===== src/rtl/key_event_fifo.sv =====
// Small event queue between the key decoder and the text buffer: one event per cycle in, registered pulses out.
// Full-queue policy: define KEY_EVENT_FIFO_DROP_OLDEST_EN to discard the head instead of the newcomer.
module key_event_fifo #(
    parameter int SYMBOL_WIDTH = 7,
    parameter int DEPTH        = 4
) (
    input  logic                       clk,
    input  logic                       rst,
    input  logic                       left_in,
    input  logic                       right_in,
    input  logic                       backspace_in,
    input  logic [SYMBOL_WIDTH-1:0]    symbol_in,
    output logic                       left_out,
    output logic                       right_out,
    output logic                       backspace_out,
    output logic [SYMBOL_WIDTH-1:0]    symbol_out,
    input  logic                       out_ready,
    output logic [$clog2(DEPTH+1)-1:0] count,
    output logic                       overflow
);

    localparam int AW = $clog2(DEPTH);
    localparam int CW = $clog2(DEPTH+1);

    localparam logic [1:0] KIND_SYM  = 2'd0;
    localparam logic [1:0] KIND_LEFT = 2'd1;
    localparam logic [1:0] KIND_RGHT = 2'd2;
    localparam logic [1:0] KIND_BKSP = 2'd3;

    logic [1:0]              kind_mem [DEPTH];
    logic [SYMBOL_WIDTH-1:0] sym_mem  [DEPTH];

    logic [AW-1:0] wr_ptr;
    logic [AW-1:0] rd_ptr;

    logic                    vld_p0;
    logic [1:0]              kind_p0;
    logic [SYMBOL_WIDTH-1:0] sym_p0;
    logic [3:0]              events_p0;
    logic                    collision_p0;

    logic full;
    logic pop;
    logic do_write;
    logic drop_head;
    logic lost_new;
    logic adv_rd;

    // Stage p0: pick the single highest-priority event of this cycle
    always_comb begin
        vld_p0       = 1'b0;
        kind_p0      = KIND_SYM;
        sym_p0       = '0;
        events_p0    = {backspace_in, left_in, right_in, |symbol_in};
        collision_p0 = (events_p0 & (events_p0 - 4'd1)) != 4'd0;
        if (backspace_in) begin
            vld_p0  = 1'b1;
            kind_p0 = KIND_BKSP;
        end else if (left_in) begin
            vld_p0  = 1'b1;
            kind_p0 = KIND_LEFT;
        end else if (right_in) begin
            vld_p0  = 1'b1;
            kind_p0 = KIND_RGHT;
        end else if (|symbol_in) begin
            vld_p0  = 1'b1;
            kind_p0 = KIND_SYM;
            sym_p0  = symbol_in;
        end
    end

    assign full = (count == CW'(DEPTH));
    assign pop  = (count != '0) && out_ready;

`ifdef KEY_EVENT_FIFO_DROP_OLDEST_EN
    // When full, wr_ptr == rd_ptr, so writing there overwrites exactly the head being discarded
    assign drop_head = vld_p0 && full && !pop;
    assign do_write  = vld_p0;
    assign lost_new  = 1'b0;
`else
    assign drop_head = 1'b0;
    assign do_write  = vld_p0 && (!full || pop);
    assign lost_new  = vld_p0 && full && !pop;
`endif

    assign adv_rd = pop || drop_head;

    // Storage is never reset; only pointers and count decide what is valid
    always_ff @(posedge clk) begin
        if (do_write) begin
            kind_mem[wr_ptr] <= kind_p0;
            sym_mem[wr_ptr]  <= sym_p0;
        end
    end

    always_ff @(posedge clk) begin
        if (rst) begin
            wr_ptr   <= '0;
            rd_ptr   <= '0;
            count    <= '0;
            overflow <= 1'b0;
        end else begin
            if (do_write) begin
                wr_ptr <= wr_ptr + 1'b1;
            end
            if (adv_rd) begin
                rd_ptr <= rd_ptr + 1'b1;
            end
            case ({do_write, adv_rd})
                2'b10:   count <= count + CW'(1);
                2'b01:   count <= count - CW'(1);
                default: count <= count;
            endcase
            if (collision_p0 || lost_new || drop_head) begin
                overflow <= 1'b1;
            end
        end
    end

    // Stage p1: registered output pulses, one cycle per popped event
    always_ff @(posedge clk) begin
        if (rst) begin
            left_out      <= 1'b0;
            right_out     <= 1'b0;
            backspace_out <= 1'b0;
            symbol_out    <= '0;
        end else begin
            left_out      <= 1'b0;
            right_out     <= 1'b0;
            backspace_out <= 1'b0;
            symbol_out    <= '0;
            if (pop) begin
                case (kind_mem[rd_ptr])
                    KIND_LEFT: left_out      <= 1'b1;
                    KIND_RGHT: right_out     <= 1'b1;
                    KIND_BKSP: backspace_out <= 1'b1;
                    default:   symbol_out    <= sym_mem[rd_ptr];
                endcase
            end
        end
    end

endmodule


===== config.mk =====
export PLATFORM = sky130hd
export DESIGN_NAME = key_event_fifo
export DESIGN_NICKNAME = d
export VERILOG_FILES = /design/src/rtl/key_event_fifo.sv
export SDC_FILE = /design/constraint.sdc
export NUM_CORES = 1
export LEC_CHECK = 0
export BUFFER_PORTS_ARGS = -buffer_cell sky130_fd_sc_hd__buf_2
export CORE_MARGIN = 5
export CORE_UTILIZATION = 40
export DETAILED_ROUTE_END_ITERATION = 8
export SLEW_MARGIN = 20
export SYNTH_ARGS = -nofsm -noshare
export SYNTH_HDL_FRONTEND = slang
export SYNTH_SLANG_ARGS = --single-unit

===== constraint.sdc =====
create_clock -name clk -period 3.2 [get_ports clk]
set_input_delay 0.64 -clock clk [delete_from_list [all_inputs] [get_ports clk]]
set_output_delay 0.64 -clock clk [all_outputs]
set_load 0.005 [all_outputs]

==> results list, run 1 <==
- The flow ran to the end, and the final reports show no timing, DRC or antenna violations.
- Final min period: 2.53 ns
* Detail-routed net length per standard cell: 15.5 um
- Hold slack final: 0.562 ns
* Count of cells along the worst register-to-register path: 9
* Non-Filler Instances: 245
- Each instance of the synthesized netlist takes up on average 15.4 sq um.
- Across all setup checks in the final design, the least slack found is 0.674 ns.
- Clock slew seen by the registers of the worst setup and hold paths: 0.09 ns
- The worst setup path is launched from an input pin.
* Area Growth Syn to Fin: 15.4%
* Total design power: 1.72 mW
- In this run the worst path has a maximum fanout of 3.
- Final worst-path cycle share: 78.9%
- Vertical die dimension: 83.6 um
* Number of unique standard cell types used by synthesis: 31
- Per report_power, the combinational group accounts for 18.8% of the total.
- Global routing used 11.6% of the available tracks.
* Endpoint of the worst hold-timing path: overflow
- Synthesized Nets: 160
- Entering global routing, the biggest net connects 17 pins.
- Based on the critical path, the design can be clocked at up to 0.396 GHz.
- The layout has 428 filler cells.
- Detail-routed via count per cell: 4.93
- In this run the static leakage power is 0.989 nW.
* Power density over cell area: 686 nW/um^2
- Counting every instance in the synthesized netlist gives 141.
- Slew Viols, Final: 0
- Slowest-stage cell, CP: fa_1
- In this run, the clock network consumes 25.5% of the power.
- Detailed placement ended at an HPWL of 2800 um.
- Clock tree from TritonCTS: done
- Number of global-route vias before repair: 1251
- In this run the cell area of the synthesized design comes to 2170 sq um.
- Drt initial violations: 69
* Startpoint of the most critical register-to-register path: count[1]
- After global routing the overflow that remains totals 0.
- Summed over all layers, the routed wires come to 3810 um.
- STA puts the critical path data arrival time at 2.75 ns.
- The number of hold violations in the final report is 0.
- Endpoint class of the critical path: flop
- At the pin with the least slew margin, the transition time is 0.618 ns.
- The clock passes through at most 2 buffers.
- The H-tree generated during clock tree synthesis spans 2 levels.
- Max-cap viol count: 0
- The min-delay analysis places its worst path in the category reg -> reg.
* Number of port buffers: 26
- Cell-by-cell trace of the critical path: buf_2, nor4_1, buf_4, a31oi_1, inv_1, ha_1, inv_1, fa_1, xor2_1, or3_1, a21oi_1
- Die X: 83.6 um
- The core region is 5170 sq um.
- In this run, post-CTS repair resized a total of 0 instances.
- Across all layers, the routed design uses 1208 vias.
- Diodes inserted: 0
- Stage delay of the slowest cell on the critical path: 0.38 ns
* Cell-internal power: 1.27 mW
- Across the routed clock network, the largest skew measured is 0.00526 ns.
* RSZ-0062 raised after global routing: no
- Normalized max-slew margin: 58.4%
- Category of the most critical setup path: in -> reg
- The root buffer cell chosen for the clock tree is clkbuf_8.
- Required @ worst endpoint: 3.43 ns
- Ys Warns: 0
- Counting flops and latches in the post-synthesis netlist gives 56.
- Top-level port count: 27
- Sequential share of power: 55.7%
- The worst hold path begins at overflow.
* Layout cell share with drive strength beyond 1: 26.9%
- Before antenna repair, the detailed router went through 4 iterations.
- Number of setup buffers added after CTS: 0
* Slack of the worst reg-to-reg path: 0.88 ns
* Post-route antenna net violation count: 0
* Clock net sink count: 56
- Final setup TNS: 0 ns
* Placement Rows: 26
- Final count of negative-setup-slack endpoints: 0
- Initial antenna violation count: 0
* Peak VDD IR: 0.000321 V
- For this configuration, the core starts out at a cell density of 41.9%.
- In the final layout, the multi-input gates occupy 636 sq um.
- Post-layout net count: 193
- Net switching is 25.9% of the power.
- Residual DRC: 0
- At the end of routability-driven placement, the weighted congestion stood at 0.729.
- For this run, the share of the core covered by cells in the final layout is 48.4%.
* Number of buffers created by CTS: 5
- In this design, the critical path's most frequently occurring cell is inv_1.
- Summing all flip-flop and latch instances after layout gives 1480 sq um.
- Instance area at placement: 2390 sq um
- Cell count of the worst hold path: 2
* Sequential cell area fraction in the yosys report: 68.4%
- The first global-routing pass estimated 6210 um of wire.
- Area of all placed cells without fillers: 2500 sq um
* Worst setup startpoint: symbol_in[4]
- Timing analysis after detailed placement gives a worst setup slack of 0.343 ns.
- Net switching component of the power: 444 uW
- Die area: 6990 sq um
- The number of hold buffers added after CTS was 0.
* Worst reg2reg path endpoint: count[2]
- Worst skew pair latency: 0.30 ns
- Post-placement cell count: 237
cells in the mapped netlist:
library cell / n / area share [%]
xnor2_1: 2 / 0.81
dfxtp_1: 20 / 18
and2_1: 12 / 3.5
nor2_1: 12 / 2.1
edfxtp_1: 36 / 50
o21bai_1: 1 / 0.35
or4b_4: 1 / 0.63
nand4_1: 1 / 0.29
inv_2: 1 / 0.17
nor4_1: 1 / 0.29
and3_1: 7 / 2.0
or3_1: 1 / 0.29
nor3_1: 2 / 0.46
clkbuf_1: 1 / 0.17
fa_1: 1 / 0.92
inv_1: 9 / 1.6
mux2i_1: 1 / 0.46
buf_2: 1 / 0.23
ha_1: 5 / 2.9
xor2_1: 3 / 1.2
o311ai_1: 1 / 0.40
o31ai_1: 1 / 0.35
a21oi_1: 4 / 0.92
nor3_2: 1 / 0.46
o2111ai_1: 1 / 0.40
nor4b_1: 1 / 0.40
mux4_2: 9 / 9.4
nand2_1: 2 / 0.35
o21ai_0: 1 / 0.23
a31oi_1: 1 / 0.29
buf_1: 1 / 0.17
worst max-delay path by stage:
stage	endpoint	slack, ns	cells past startpoint
floorplan	count[2]	0.59	9
global placement	count[2]	0.47	11
detailed placement	count[2]	0.34	11
CTS	count[2]	0.64	11
global route	count[2]	0.54	11
finish	count[2]	0.67	11
layout by cell type, fill, tap and decap left out:
cell,instances
o31ai_1,1
fa_1,1
o2111ai_1,1
xnor2_1,2
nand4_1,1
ha_1,5
o311ai_1,1
or3_1,1
clkbuf_1,2
o21ai_0,1
nor3_2,1
and3_1,7
or4b_4,1
nor4b_1,1
mux2i_1,1
inv_1,9
dfxtp_1,20
nor2_1,12
a21oi_1,4
inv_2,1
mux4_2,9
bufinv_16,1
buf_2,26
nor3_1,2
o21bai_1,1
xor2_1,3
clkbuf_8,5
a31oi_1,1
nor4_1,1
buf_4,3
nand2_1,2
and2_1,12
edfxtp_1,36
worst max-delay path, delay by kind of cell:
family,cells,cell delay (ns)
fa+ha+maj,2,0.56
simple gates,2,0.68
buf+inv,4,0.43
compound gates,2,0.27
xor+xnor,1,0.16
routing by layer:
| metal | part of all wire, % | vias to the layer above | track usage, % |
|---|---|---|---|
| met2 | 51 | 43 | 19.3 |
| met3 | 7.1 | 4 | 4.84 |
| met4 | 1.4 | 0 | 3.51 |
| li1 | - | 582 | - |
| met5 | 0 | - | 0 |
| met1 | 40 | 579 | 13.6 |
sequential cells by signal, summed over array words and instances, names as in the netlist, named ones only:
register       flops
backspace_out      1
sym_mem           28
symbol_out         7
overflow           1
right_out          1
kind_mem           8
left_out           1
count              3
rd_ptr             2
wr_ptr             2
power by group through the flow:
stage,clock [mW],combinational [mW],sequential [mW]
CTS,0.454,0.329,0.959
detailed placement,0,0.327,0.976
global placement,0,0.314,0.967
finish,0.438,0.322,0.955
floorplan,0,0.261,0.928
global route,0.478,0.362,0.974
cells by family after synthesis:
group	after synthesis	synth area share, %
xor+xnor	5	2.02
mux	10	9.82
compound gates	10	2.94
fa+ha+maj	6	3.81
simple gates	41	10.7
buf+inv	13	2.31
flops	56	68.4
cell type report:
cell class	count	share of cell area (%)
sequential	56	59.2
clock inverter	1	1.20
tap	70	3.50
multi-input combinational	72	25.4
clock buffer	7	3.05
inverter	10	1.50
timing repair buffer	29	6.10
(Power assumes the default switching activity.)
==> run 2: changes to the inputs <==
- clock period: 3.2 -> 2.5 ns (I/O delays scaled with it)
==> run 2 against run 1 <==
  * First-iteration DRC count increased by 43%
  * Non-clock buffer count up 3
  * Sequential share of layout area fell by 1.2 points
  * Critical endpoint unchanged
  * Largest cell class unchanged
  * Highest routed layer unchanged
==> results list, run 2 (same netlist as run 1, synthesis figures left out) <==
- The run finished with clean final reports.
- Among the stages of the critical path, the cell type that occurs most often is inv_1.
- The critical path arrival was 2.54 ns (-0.21 ns).
- The clock insertion delay at the later pin of the skew report was 0.31 ns (about the same).
- Worst reg2reg path endpoint: count[2]
- Residual DRC: 0 (unchanged)
* Area of the multi-input gates: 636 sq um (unchanged)
- Detail-routed net length per standard cell: 15.7 um (+0.92%)
* Non-Filler Instances: 248 (+1.2%)
- Area Growth Syn to Fin: 17.9%
- Most common cell after layout, fill and taps aside: edfxtp_1
- Global-route wire length before repair: 6280 um (+1.1%)
- Count of cells along the worst register-to-register path: 10 (+1)
* Vertical die dimension: 83.6 um (unchanged)
* Worst clock skew: 0.00839 ns (+0.00313 ns)
- The wire length reported by the detailed router was 3890 um (+2.2%).
* Final worst-path cycle share: 91.9%
- The core area is 5170 sq um (unchanged).
- Number of setup buffers added after CTS: 0 (unchanged)
- Post-placement cell count: 240 (+1.3%)
- # H-tree levels: 2 (unchanged)
- Endpoint class of the critical path: flop
* Die area: 6990 sq um (unchanged)
- The initial detailed-routing violation count is 99 (+43%).
* Initial antenna violation count: 0 (unchanged)
* Layout cell share with drive strength beyond 1: 29.2% (+2.4 points)
* Flip-flop count of the largest register after layout: 28 (unchanged)
- The number of nets still failing antenna checks after routing came to 0 (unchanged).
- The detailed-route via count was 1223 (+1.2%).
- Peak VDD IR: 0.000355 V (+11%)
- The critical path's largest stage delay came to 0.38 ns (about the same).
- Critical Path Fanout Max: 6 (+3)
- Buffers from clock root to sink, at most: 2 (unchanged)
- Number of port buffers: 26 (unchanged)
* Worst setup startpoint: count[0]
- Detail-routed via count per cell: 4.93 (about the same)
- Post-layout net count: 196 (+1.6%)
* Slack of the worst reg-to-reg path: 0.20 ns (-0.68 ns)
- Sum of net half-perimeters after detailed placement: 2840 um (+1.3%)
- Hold Fails Final Rpt: 0 (unchanged)
* Placement Rows: 26 (unchanged)
- The weighted congestion at the end of routability-driven global placement is 0.811 (+11%).
* Number of filler cells placed in the layout: 465 (+8.6%)
* Diodes inserted: 0 (unchanged)
* Power density over cell area: 910 nW/um^2 (+33%)
- The global-route usage over all layers came to 12.1% (+0.50 points).
- Kind of start point of the critical path: flop
- RSZ-0062 raised after global routing: no
- Category of the most critical setup path: reg -> reg
- The CTS buffer count is 5 (unchanged).
* First-pass DRT Iterations: 4 (unchanged)
- Cell-by-cell trace of the critical path: nor4b_1, buf_4, a31oi_1, inv_1, ha_1, inv_1, fa_1, xor2_1, or3_1, a21oi_1
- Timing endpoint of the critical path: count[2]
- The relative slew slack was 59.0% (+0.60 points).
- Reg area: 1480 sq um (unchanged)
- In the final layout, the registers with the most flip-flops are sym_mem: 28 flops, kind_mem: 8 flops, symbol_out: 7 flops.
- The number of buffers inserted by hold repair at cts is 0 (unchanged).
- The x dimension of the die is 83.6 um (unchanged).
- The pin count of the biggest net entering global routing is 19 (+2).
- Startpoint of the most critical register-to-register path: count[0]
- The total setup violations reported at the end of the flow was 0 (unchanged).
- Based on the critical path, the design can be clocked at up to 0.435 GHz.
- Most frequent cells in the layout: edfxtp_1 (36), buf_2 (26), dfxtp_1 (20), and2_1 (12), nor2_1 (12)
* Total overflow reported by the global router: 0 (unchanged)
- The path class of the tightest hold or removal check is in -> reg.
- Clock tree synthesis selected as its root buffer the cell clkbuf_8.
* Slew Viols, Final: 0 (unchanged)
- Total design power: 2.33 mW (+36%)
- Final min period: 2.30 ns
- The register with the most flip-flops in the final layout is sym_mem.
- The largest individual stage delay along the critical path comes from the cell dfxtp_1.
* Max-cap viol count: 0 (unchanged)
- Clock tree from TritonCTS: done
- Clock slew seen by the registers of the worst setup and hold paths: 0.10 ns (about the same)
- The required time reported for the critical path endpoint came to 2.74 ns (-0.69 ns).
* Static power due to leakage: 1.02 nW (+3.3%)
- Slew at the pin with the worst max-slew slack: 0.613 ns (-0.00456 ns)
- The number of resized instances in the post-cts repair step is 0 (unchanged).
- Top-level port count: 27 (unchanged)
- Initial core utilization: 41.9% (unchanged)
- The number of sinks on the clock net came to 56 (unchanged).
- The number of global-route vias before repair is 1248 (-0.24%).
==> run 2: final cells by class <==
class	instances	area share [%]
flip-flops and latches	56	58.0
multi-input cells	72	24.9
repair buffers	32	6.86
well taps	70	3.43
clock buffers	5	2.69
clock inverters	3	2.69
inverters	10	1.47
==> run 2: metal layers <==
layer,vias to the layer above,share of wire [%],global-route usage (%)
li1,586,-,-
met2,25,51,20.8
met4,0,1.6,4.68
met5,-,0,0
met1,605,42,13.6
met3,7,5.0,4.44
==> run 2: critical path: cells and delay by family (launching register included) <==
family	cells	cell delay, ns
and+or+nand+nor	2	0.64
adders and majority gates	2	0.55
DFF	1	0.38
buffers and inverters	3	0.34
AOI/OAI and AO/OA	2	0.18
xor gates and xnor gates	1	0.15
==> run 2: worst min-delay path by stage <==
| stage | start | to | slack (ns) | cells after the start |
|---|---|---|---|---|
| after CTS | backspace_in | overflow | 0.50 | 3 |
| after detailed placement | overflow | overflow | 0.52 | 2 |
| final | backspace_in | overflow | 0.51 | 3 |
| after global placement | count[2] | count[2] | 0.50 | 2 |
| after global routing | rst | wr_ptr[0] | 0.51 | 2 |
| after floorplan | overflow | overflow | 0.50 | 2 |
==> run 2: through the flow <==
step	worst slack, ns	hold WS (ns)	util (%)	cell area, sq um	TNS (ns)
5_1_grt	0.0212	0.514	49.4	2550	0
4_1_cts	0.180	0.503	49.4	2550	0
3_3_place_gp	-0.0535	0.500	46.7	2420	-0.0535
6_report	0.202	0.514	49.4	2550	0
3_5_place_dp	-0.0832	0.523	46.7	2420	-0.0832
2_1_floorplan	0.0282	0.496	-	2170	0
==> run 2: power by group <==
part           internal, mW  leakage, nW  switching, mW  total, mW
Sequential             1.12        0.509          0.104       1.22
Combinational         0.209        0.444          0.206      0.416
Clock                 0.403       0.0687          0.283      0.686
Total                  1.73         1.02          0.593       2.33
==> run 3: changes to the inputs <==
- CORE_ASPECT_RATIO: not set -> 0.5
- PLACE_DENSITY: not set -> 0.71
==> run 3 against run 2 <==
  * Total power decreased by 9.7%
  * First-iteration DRC count fell by 25%
  * Clock power down 31%
  * Fmax grew 3.5%
  * Clock-buffer cell count up 1
  * Combinational power decreased by 2%
  * Worst hold slack worse by 0.0033 ns
  * Critical path type unchanged
==> results list, run 3 (same netlist as run 1, synthesis figures left out) <==
- Flip-flop count of the largest register after layout: 28 (unchanged)
* Total global routing track utilization: 11.5% (-0.61 points)
- # H-tree levels: 2 (unchanged)
* Initial core utilization: 42.6% (+0.68 points)
- Slowest-stage cell, CP: dfxtp_1
- Normalized max-slew margin: 55.2% (-3.8 points)
* Instance area at placement: 2420 sq um (unchanged)
* Total design power: 2.10 mW (-9.7%)
- Buffers from clock root to sink, at most: 2 (unchanged)
- Sum of net half-perimeters after detailed placement: 2600 um (-8.3%)
* Start point of the worst hold path: overflow
- The largest registers in the layout are sym_mem: 28 flops, kind_mem: 8 flops, symbol_out: 7 flops.
- The antenna diode count was 0 (unchanged).
* Routability congestion estimate: 0.704 (-13%)
- The number of stages on the worst setup path was 10 (unchanged).
- The total overflow reported by the global router came to 0 (unchanged).
* Die X: 114 um (+36%)
- The final period utilization was 88.8% (-3.1 points).
- Static power due to leakage: 0.994 nW (-2.7%)
* Slew at the pin with the worst max-slew slack: 0.666 ns (+0.0524 ns)
- Clock tree synthesis selected as its root buffer the cell clkbuf_8.
- The number of port buffers came to 26 (unchanged).
- The post-CTS setup repair buffer count came to 0 (unchanged).
- The library cell used most frequently in the layout, excluding fill and tap cells, is edfxtp_1.
- Drt initial violations: 74 (-25%)
- The total setup violations reported at the end of the flow was 0 (unchanged).
- The count of buffering cells on the critical path with inverters included is 3 (unchanged).
- Peak VDD IR: 0.000321 V (-9.5%)
* Detail-routed net length per standard cell: 14.7 um (-6.0%)
- The number of max-cap violations is 0 (unchanged).
* Worst setup startpoint: count[1]
- Clock slew seen by the registers of the worst setup and hold paths: 0.09 ns (about the same)
- The die extent in y came to 62.0 um (-26%).
- The number of nets still failing antenna checks after routing was 0 (unchanged).
- The final standard cell area without fillers came to 2510 sq um (-1.9%).
- Largest net degree at the start of global routing: 18 (-1)
- The final net count was 196 (unchanged).
- Crit-path most repeated cell: inv_1
- Via count: 1212 (-0.90%)
* Clock tree from TritonCTS: done
- The worst setup path is captured at a flop.
- The core area came to 5090 sq um (-1.6%).
- Critical Path Fanout Max: 6 (unchanged)
* Startpoint of the most critical register-to-register path: count[1]
- Area of the multi-input gates: 636 sq um (unchanged)
* Top-level port count: 27 (unchanged)
- Number of buffers created by CTS: 5 (unchanged)
* Final wirelength: 3650 um (-6.0%)
* Cell count of the worst hold path: 2 (-1)
- The share of final-layout standard cells stronger than drive strength 1 was 28.7% (-0.56 points).
- Category of the most critical setup path: reg -> reg
- The power density over the cells is 838 nW/um^2 (-7.9%).
- The signal on the critical path passes through nor4b_1, buf_4, a31oi_1, inv_1, ha_1, inv_1, fa_1, xor2_1, or3_1, a21oi_1.
* Hold Fails Final Rpt: 0 (unchanged)
- The number of buffers inserted by hold repair at cts is 0 (unchanged).
- The number of sinks on the clock net came to 56 (unchanged).
- Kind of start point of the critical path: flop
* First-pass DRT Iterations: 4 (unchanged)
- Die area: 7080 sq um (+1.3%)
- The max-slew violation count is 0 (unchanged).
- Number of gates resized after CTS: 0 (unchanged)
- The critical path's largest stage delay was 0.37 ns (about the same).
* Number of global-route vias before repair: 1211 (-3.0%)
- Worst skew pair latency: 0.30 ns (about the same)
- Worst clock skew: 0.00897 ns (+0.000576 ns)
- The total DRC errors in the routed layout came to 0 (unchanged).
- Count of cells along the worst register-to-register path: 10 (unchanged)
* Number of filler cells placed in the layout: 471 (+1.3%)
- RSZ-0062 raised after global routing: no
* Required @ worst endpoint: 2.74 ns (about the same)
- Register containing the most flip-flops in the final layout: sym_mem
- The time the worst path needs with I/O delays and setup came to 2.22 ns (-0.0767 ns).
- Most frequent cells in the layout: edfxtp_1 (36), buf_2 (26), dfxtp_1 (20), and2_1 (12), nor2_1 (12)
- Placement Rows: 18 (-31%)
* Arrival time at the worst endpoint: 2.47 ns (-0.07 ns)
- Highest achievable clock rate: 0.450 GHz (+3.5%)
* Area Growth Syn to Fin: 15.6%
* Detail-routed via count per cell: 4.89 (-0.90%)
- Share of the core filled with cells in the final layout: 49.2% (-0.16 points)
* Reg area: 1480 sq um (unchanged)
- Cell family contributing the most delay on the critical path: simple AND/OR/NAND/NOR gates
- Result of the run: finished clean
- The tightest hold margin was 0.511 ns (-0.00332 ns).
* Global-route wire length before repair: 5940 um (-5.4%)
- The number of antenna violations at the first check in global routing came to 0 (unchanged).
* Worst min path class: reg -> reg
[run 3: changes by cell type in the layout (fill, tap and decap cells not counted), sizes merged]
| cell | delta |
|---|---|
| clkbuf | +1 |
| bufinv | -2 |
| inv | -1 |
| clkinv | +1 |
| clkinvlp | +1 |
[run 3: final timing paths]
path | end | slack, ns
max | count[2] | 0.28
min | overflow | 0.51
min reg2reg | overflow | 0.51
max reg2reg | count[2] | 0.28
[run 3: routing by layer]
layer | GRT usage [%] | part of all wire (%)
met5 | 0 | 0
met4 | 4.06 | 0.85
met3 | 3.19 | 4.4
met2 | 20.0 | 50
met1 | 14.2 | 45
[run 3: metrics by stage]
stage / instances / setup slack [ns] / TNS (ns)
3_3_place_gp: 240 / -0.0209 / -0.0209
5_1_grt: 248 / 0.0888 / 0
6_report: 248 / 0.279 / 0
4_1_cts: 248 / 0.258 / 0
3_5_place_dp: 240 / -0.0414 / -0.0414
2_1_floorplan: 141 / 0.0282 / 0
[run 3: power breakdown]
part           switching, mW  internal, mW
Combinational          0.198         0.210
Clock                  0.274         0.200
Sequential             0.100          1.12
[run 3: worst reg2reg max path, cell delays in order (launching register included)]
cell and delay [ns]:
dfxtp_1 0.37, nor4b_1 0.32, buf_4 0.17, a31oi_1 0.05
inv_1 0.08, ha_1 0.17, inv_1 0.06, fa_1 0.37
xor2_1 0.16, or3_1 0.30, a21oi_1 0.13
[run 3: cell type report]
| type | instances | share of cell area (%) |
|---|---|---|
| clock buffers | 6 | 2.90 |
| clock inverters | 2 | 0.649 |
| inverters | 10 | 1.50 |
| multi-input cells | 72 | 25.4 |
| flip-flops and latches | 56 | 59.1 |
| well taps | 70 | 3.49 |
| repair buffers | 32 | 6.99 |
